[src/rtl/valid_burst_gen_pkg.sv]
`default_nettype none
// ============================================================================
// Module   : valid_burst_gen_pkg
// Purpose  : Shared types and constants for the valid-burst generator.
//            Holds the FSM state encoding, the LFSR tap/seed constants used
//            when VALID_BURST_GEN_LFSR_EN is defined, and the default burst
//            geometry shared with the downstream valid-pulse counter.
// Ports    : none (package)
// Revision : 1.0 - initial release
// ============================================================================
package valid_burst_gen_pkg;

  typedef enum logic [2:0] {
    IDLE     = 3'd0,
    SEND     = 3'd1,
    GAP      = 3'd2,
    WAIT_ACK = 3'd3,
    DONE     = 3'd4
  } state_t;

  // Fibonacci LFSR taps 32,22,2,1 expressed as a bit mask over [31:0].
  localparam logic [31:0] LFSR_TAPS    = 32'h8020_0003;
  // An all-zero LFSR state would lock up, so a zero seed is replaced by this.
  localparam logic [31:0] LFSR_SEED_NZ = 32'h0000_0001;

  // Must match the counter's MAX_COUNT so its alarm lands after the last strobe.
  localparam int DEF_BURST_LEN   = 8;
  localparam int DEF_ACK_TIMEOUT = 4;

endpackage
`default_nettype wire

[src/rtl/valid_burst_gen_payload_next.sv]
`default_nettype none
// ============================================================================
// Module   : payload_next
// Purpose  : Combinational next-payload function.
//            Default build : nxt = cur + 1 (wraps modulo 2^NB_DATA).
//            VALID_BURST_GEN_LFSR_EN : low 32 bits advance one step of a
//            maximal-length Fibonacci LFSR, upper bits pass through.
// Ports    : cur [NB_DATA] in  - current payload word
//            nxt [NB_DATA] out - payload word for the following strobe
// Revision : 1.0 - initial release
// ============================================================================
module payload_next
  import valid_burst_gen_pkg::*;
#(
  parameter int NB_DATA = 160
) (
  input  logic [NB_DATA-1:0] cur,
  output logic [NB_DATA-1:0] nxt
);

`ifdef VALID_BURST_GEN_LFSR_EN
  // Shift toward the MSB, feedback enters at bit 0. Requires NB_DATA > 32.
  always_comb begin
    nxt       = cur;
    nxt[31:0] = {cur[30:0], ^(cur[31:0] & LFSR_TAPS)};
  end
`else
  always_comb begin
    nxt = cur + NB_DATA'(1);
  end
`endif

endmodule
`default_nettype wire

[src/rtl/valid_burst_gen.sv]
`default_nettype none
// ============================================================================
// Module   : valid_burst_gen
// Purpose  : Emits a burst of BURST_LEN single-cycle valid strobes with
//            payload, optionally spaced by a programmable gap, then waits up
//            to ACK_TIMEOUT cycles for the counter alarm as acknowledge.
//            Counts acknowledged bursts and keeps a sticky protocol-error flag
//            (ack timeout, or alarm seen while the burst is still running).
// Ports    : i_clock       in   1        clock, rising edge
//            i_reset       in   1        synchronous active-high reset
//            i_start       in   1        start request, sampled in IDLE only
//            i_gap         in   NB_GAP   idle cycles between strobes
//            i_seed        in   NB_DATA  first payload word
//            i_alarm_cnt   in   1        counter alarm (burst acknowledge)
//            o_valid       out  1        single-cycle payload strobe
//            o_data        out  NB_DATA  payload, meaningful with o_valid
//            o_busy        out  1        high outside IDLE
//            o_done        out  1        pulse on acknowledged burst
//            o_error       out  1        sticky protocol error
//            o_burst_count out  NB_CNT   acknowledged bursts (wraps)
// Macro    : VALID_BURST_GEN_LFSR_EN selects LFSR payload sequencing.
// Revision : 1.0 - initial release
// ============================================================================
module valid_burst_gen
  import valid_burst_gen_pkg::*;
#(
  parameter int NB_DATA     = 160,
  parameter int NB_CNT      = 64,
  parameter int BURST_LEN   = DEF_BURST_LEN,
  parameter int NB_GAP      = 8,
  parameter int ACK_TIMEOUT = DEF_ACK_TIMEOUT
) (
  input  logic               i_clock,
  input  logic               i_reset,
  input  logic               i_start,
  input  logic [NB_GAP-1:0]  i_gap,
  input  logic [NB_DATA-1:0] i_seed,
  input  logic               i_alarm_cnt,
  output logic               o_valid,
  output logic [NB_DATA-1:0] o_data,
  output logic               o_busy,
  output logic               o_done,
  output logic               o_error,
  output logic [NB_CNT-1:0]  o_burst_count
);

  localparam int IW = $clog2(BURST_LEN) + 1;
  localparam int AW = $clog2(ACK_TIMEOUT) + 1;
  localparam logic [IW-1:0] LAST_IDX = IW'(BURST_LEN - 1);
  localparam logic [AW-1:0] ACK_LAST = AW'(ACK_TIMEOUT - 1);

  state_t               state, state_nxt;
  logic [IW-1:0]        idx;
  logic [NB_GAP-1:0]    gap_lat;
  logic [NB_GAP-1:0]    gap_cnt;
  logic [AW-1:0]        ack_cnt;
  logic [NB_DATA-1:0]   payload;
  logic [NB_DATA-1:0]   payload_adv;
  logic [NB_DATA-1:0]   seed_eff;
  logic                 ack_hit;
  logic                 timeout_hit;
  logic                 early_alarm;

  payload_next #(.NB_DATA(NB_DATA)) u_payload_next (
    .cur (payload),
    .nxt (payload_adv)
  );

`ifdef VALID_BURST_GEN_LFSR_EN
  always_comb begin
    seed_eff = i_seed;
    if (i_seed[31:0] == 32'h0) seed_eff[31:0] = LFSR_SEED_NZ;
  end
`else
  always_comb begin
    seed_eff = i_seed;
  end
`endif

  // Next-state logic; also flags the WAIT_ACK exit reason for the registers.
  always_comb begin
    state_nxt   = state;
    ack_hit     = 1'b0;
    timeout_hit = 1'b0;
    case (state)
      IDLE: begin
        if (i_start) state_nxt = SEND;
      end
      SEND: begin
        // idx counts strobes already sent before this one.
        if (idx == LAST_IDX)      state_nxt = WAIT_ACK;
        else if (gap_lat == '0)   state_nxt = SEND;
        else                      state_nxt = GAP;
      end
      GAP: begin
        if (gap_cnt == '0) state_nxt = SEND;
      end
      WAIT_ACK: begin
        if (i_alarm_cnt) begin
          ack_hit   = 1'b1;
          state_nxt = DONE;
        end else if (ack_cnt == ACK_LAST) begin
          timeout_hit = 1'b1;
          state_nxt   = DONE;
        end
      end
      DONE: begin
        state_nxt = IDLE;
      end
      default: begin
        state_nxt = IDLE;
      end
    endcase
  end

  assign early_alarm = i_alarm_cnt && ((state == SEND) || (state == GAP));

  // Every output is a flop whose D input is derived from state_nxt, so the
  // outputs line up with the state they describe.
  always_ff @(posedge i_clock) begin
    if (i_reset) begin
      state         <= IDLE;
      idx           <= '0;
      gap_lat       <= '0;
      gap_cnt       <= '0;
      ack_cnt       <= '0;
      payload       <= '0;
      o_valid       <= 1'b0;
      o_busy        <= 1'b0;
      o_done        <= 1'b0;
      o_error       <= 1'b0;
      o_burst_count <= '0;
    end else begin
      state   <= state_nxt;
      o_valid <= (state_nxt == SEND);
      o_busy  <= (state_nxt != IDLE);
      o_done  <= ack_hit;
      if (timeout_hit || early_alarm) o_error <= 1'b1;
      if (ack_hit) o_burst_count <= o_burst_count + NB_CNT'(1);

      case (state)
        IDLE: begin
          if (i_start) begin
            gap_lat <= i_gap;
            payload <= seed_eff;
            idx     <= '0;
          end
        end
        SEND: begin
          idx     <= idx + IW'(1);
          payload <= payload_adv;
          // Loaded with gap-1 so GAP exits when the counter reads zero;
          // unused when the latched gap is zero.
          gap_cnt <= gap_lat - NB_GAP'(1);
          ack_cnt <= '0;
        end
        GAP: begin
          if (gap_cnt != '0) gap_cnt <= gap_cnt - NB_GAP'(1);
        end
        WAIT_ACK: begin
          ack_cnt <= ack_cnt + AW'(1);
        end
        default: begin
        end
      endcase
    end
  end

  // The payload register is the data output: it holds the word for the
  // current strobe and advances at the end of each SEND cycle.
  assign o_data = payload;

endmodule
`default_nettype wire

[config.mk]
export PLATFORM = sky130hd
export DESIGN_NAME = valid_burst_gen
export DESIGN_NICKNAME = d
export VERILOG_FILES = /design/src/rtl/valid_burst_gen_pkg.sv /design/src/rtl/valid_burst_gen_payload_next.sv /design/src/rtl/valid_burst_gen.sv
export SDC_FILE = /design/constraint.sdc
export NUM_CORES = 1
export LEC_CHECK = 0
export CAP_MARGIN = 20
export CORE_UTILIZATION = 45
export CTS_CLUSTER_DIAMETER = 80
export DETAILED_ROUTE_END_ITERATION = 16
export HOLD_SLACK_MARGIN = 0.1
export PLACE_DENSITY_LB_ADDON = 0.1
export RECOVER_POWER = 25
export SLEW_MARGIN = 20
export SYNTH_ARGS = -nofsm -noshare
export SYNTH_HDL_FRONTEND = slang
export SYNTH_HIERARCHICAL = 1
export SYNTH_SLANG_ARGS = --single-unit
[constraint.sdc]
create_clock -name i_clock -period 2.8 [get_ports i_clock]
set_input_delay 0.56 -clock i_clock [delete_from_list [all_inputs] [get_ports i_clock]]
set_output_delay 0.56 -clock i_clock [all_outputs]
set_load 0.005 [all_outputs]
==> impl_metrics.yaml <==
clock_tree:
  cts_tree: "yes"
  clock_path_buffers: 3
  cts_buffers: 30
  cts.clk_slew.worst_paths_ns: 0.06
  clk_latency_ns: 0.58
  cts_num_sinks: 254
  root_buffer: "clkbuf_16"
  htree_levels: 1
logic_synthesis:
  synth-seq-area-share: 0.326
  synth_edf_count: 0
  synth.distinct_cells: 66
  ys_seq_elements: 254
  synthesis.area_um2: 15600
  postSynthCellCount: 2108
  async_flop_share: 0
  synthFlopType: "dfxtp_1"
  synth_area_per_cell_um2: 7.41
  yosys_warnings: 6
  syn-num-nets: 2286
die:
  dieArea_um2: 35500
  die_width_um: 188
  initial_utilization: 0.461
  io_pins: 400
  rows: 67
  core-area_um2: 33900
  die_h_um: 188
hold_path:
  hold_path_class: "flop to flop"
  min-delay-start: "ack_cnt[2]$_SDFFE_PP0P_"
  holdPathStages: 2
  min_to: "ack_cnt[2]$_SDFFE_PP0P_"
worst_setup_path:
  cp.arrival_ns: 3.19
  reg2regPathDepth: 8
  endpoint_kind: "flop"
  startpoint_type: "flop"
  r2r_end: "o_data[134]$_SDFFE_PP0P_"
  r2r_slack_ns: 0.1
  critPathKind: "flop to flop"
  r2r-start: "o_data[84]$_SDFFE_PP0P_"
  path_max_fanout: 6
  cp_common_cell: "nand2_1"
  path_buf_inv: 0
  max_stage_delay_ns: 0.48
  cp_top_family: "simple AND/OR/NAND/NOR gates"
  crit_required_ns: 3.28
  slowest_stage: "or3_4"
  path_cells: "nand2_1 -> nor3_1 -> nand2_1 -> or3_4 -> nor4_2 -> xnor2_1 -> nor2_1 -> a311oi_1"
global_route:
  gr-total-overflow: 0
  first_global_vias: 17100
  grt_start_max_net_pins: 121
  antenna_found_initial: 4
  grt_usage: 0.322
  grt_pass1_wl_um: 93400
cells_and_area:
  finalNetCount: 2799
  stdcell_area_um2: 22500
  layout_commonest_cell: "nand2_1"
  final_cell_mix: "443 x nand2_1, 329 x clkdlybuf4s50_1, 279 x nor2_1"
  layout-drive-gt1-share: 0.123
  n_fill_cell: 2987
  syn2layout_area_growth_pct: 43.9
placed_design:
  placed_area_um2: 21400
  port_buffers: 399
  place.gp.congestion: 0.945
  pre_cts_slack_ns: -0.162
  hpwl_um: 43200
drt:
  viasPerCell: 5.86
  postRouteAntennaNets: 0
  drc: 0
  vias: 18100
  wl_per_cell_um: 19.3
  drt_iter0_markers: 1394
  drt-pass1-iter-count: 8
  totalWireLength_um: 59600
pwr:
  power_density_nw_per_um2: 622
  power.leakage_nw: 8.36
  vdd_drop_max_v: 0.000674
sta:
  fmax_ghz: 0.370
  setup_slack_ns: 0.0987
  relSlewSlack: 0.540
  tightest_slew_ns: 0.689
  hold_viol_final: 0
  finalCriticalPeriod_ns: 2.70
  fin_crit_sh: 0.965
  clock_skew_ns: 0.0132
  whs_ns: 0.448
  setup_viol: 0
  maxSlewViolCount: 0
  tns_ns: 0
job:
  drv_cap: 0
status:
  status: "completed"
-- through the flow --
step | cells | utilization | power (mW)
finish | 3094 | 0.664 | 14.0
global route | 3093 | 0.664 | 14.7
CTS | 3084 | 0.659 | 14.0
detailed placement | 3032 | 0.632 | 10.2
global placement | 3032 | 0.632 | 10.1
floorplan | 2108 | - | 7.46
-- layer usage --
layer  part of all wire  vias to the layer above  global-route usage  wire length, µm
li1                   -                     8611                   -                -
met1               0.41                     8580               0.415            24500
met2               0.47                      797               0.543            28100
met3              0.076                      145              0.0415             4520
met4              0.043                        0               0.133             2550
met5                  0                        -                   0                0
-- cells in the mapped netlist (18+ instances only) --
library cell	instances	area [µm²]
dfxtp_1	254	5080
a21oi_1	50	250
nand4_1	91	569
xor2_1	53	464
clkbuf_1	120	450
nand3_1	118	591
inv_1	34	128
nor3_1	53	265
and4_1	18	158
or4_1	28	210
o31ai_1	21	158
a311oi_1	161	1410
nor4_1	41	257
and3_1	36	225
nand2_1	444	1670
xnor2_1	140	1230
nor2_1	279	1050
-- state kept, by name, summed over array words and instances, names as in the netlist, 3 cells and up --
| name | cells |
|---|---|
| idx | 4 |
| ack_cnt | 3 |
| gap_cnt | 8 |
| o_burst_count | 64 |
| state | 3 |
| o_data | 160 |
| gap_lat | 8 |
-- report_power, final --
part           switching (mW)  internal (mW)  total [mW]
Combinational            2.65           2.61        5.25
Sequential              0.690           4.26        4.95
Clock                    1.64           2.13        3.77
-- worst max path at each step --
stage	from	to	slack, ns	cells past startpoint
4_1_cts	o_data[12]$_SDFFE_PP0P_	o_data[158]$_SDFFE_PP0P_	0.003	8
3_5_place_dp	i_alarm_cnt	o_burst_count[45]$_SDFFE_PP0P_	-0.16	7
2_1_floorplan	o_data[0]$_SDFFE_PP0P_	o_data[146]$_SDFFE_PP0P_	0.27	9
6_report	o_data[84]$_SDFFE_PP0P_	o_data[134]$_SDFFE_PP0P_	0.1	8
3_3_place_gp	i_alarm_cnt	o_burst_count[43]$_SDFFE_PP0P_	-0.08	6
5_1_grt	o_data[9]$_SDFFE_PP0P_	o_data[115]$_SDFFE_PP0P_	-0.05	11
-- worst register-to-register path: cells and delay by family (launching register included) --
kind,cells,cell delay (ns)
and+or+nand+nor,6,1.76
AOI/OAI and AO/OA,1,0.25
DFF,1,0.45
xor gates and xnor gates,1,0.15
-- timing repair --
item,in CTS,in global routing
pin swaps,0,9
hold buffers,0,0
setup endpoints to repair,1,75
resized for setup,1,23
buffers inserted,0,5
-- layout make-up --
class	count	area, µm²	area share
antenna	5	12.5	0.000557
clock buffer	45	867	0.0386
inverter	34	128	0.00568
sequential	254	5090	0.227
timing repair buffer	613	5730	0.255
tap	448	561	0.0249
multi-input combinational	1688	10000	0.446
clock inverter	7	63.8	0.00284
-- kinds of logic (layout without fill, tap and decap cells) --
kind of cell / after synthesis / after routing / share of synthesized area
compound gates: 274 / 274 / 0.135
xor+xnor: 193 / 193 / 0.108
fa+ha+maj: 6 / 6 / 0.00481
buf+inv: 166 / 699 / 0.0413
flops: 254 / 254 / 0.326
mux: 4 / 4 / 0.00256
other cells: 0 / 5 / 0
simple gates: 1211 / 1211 / 0.383
Note: power is estimated with default switching activity, not from simulation.
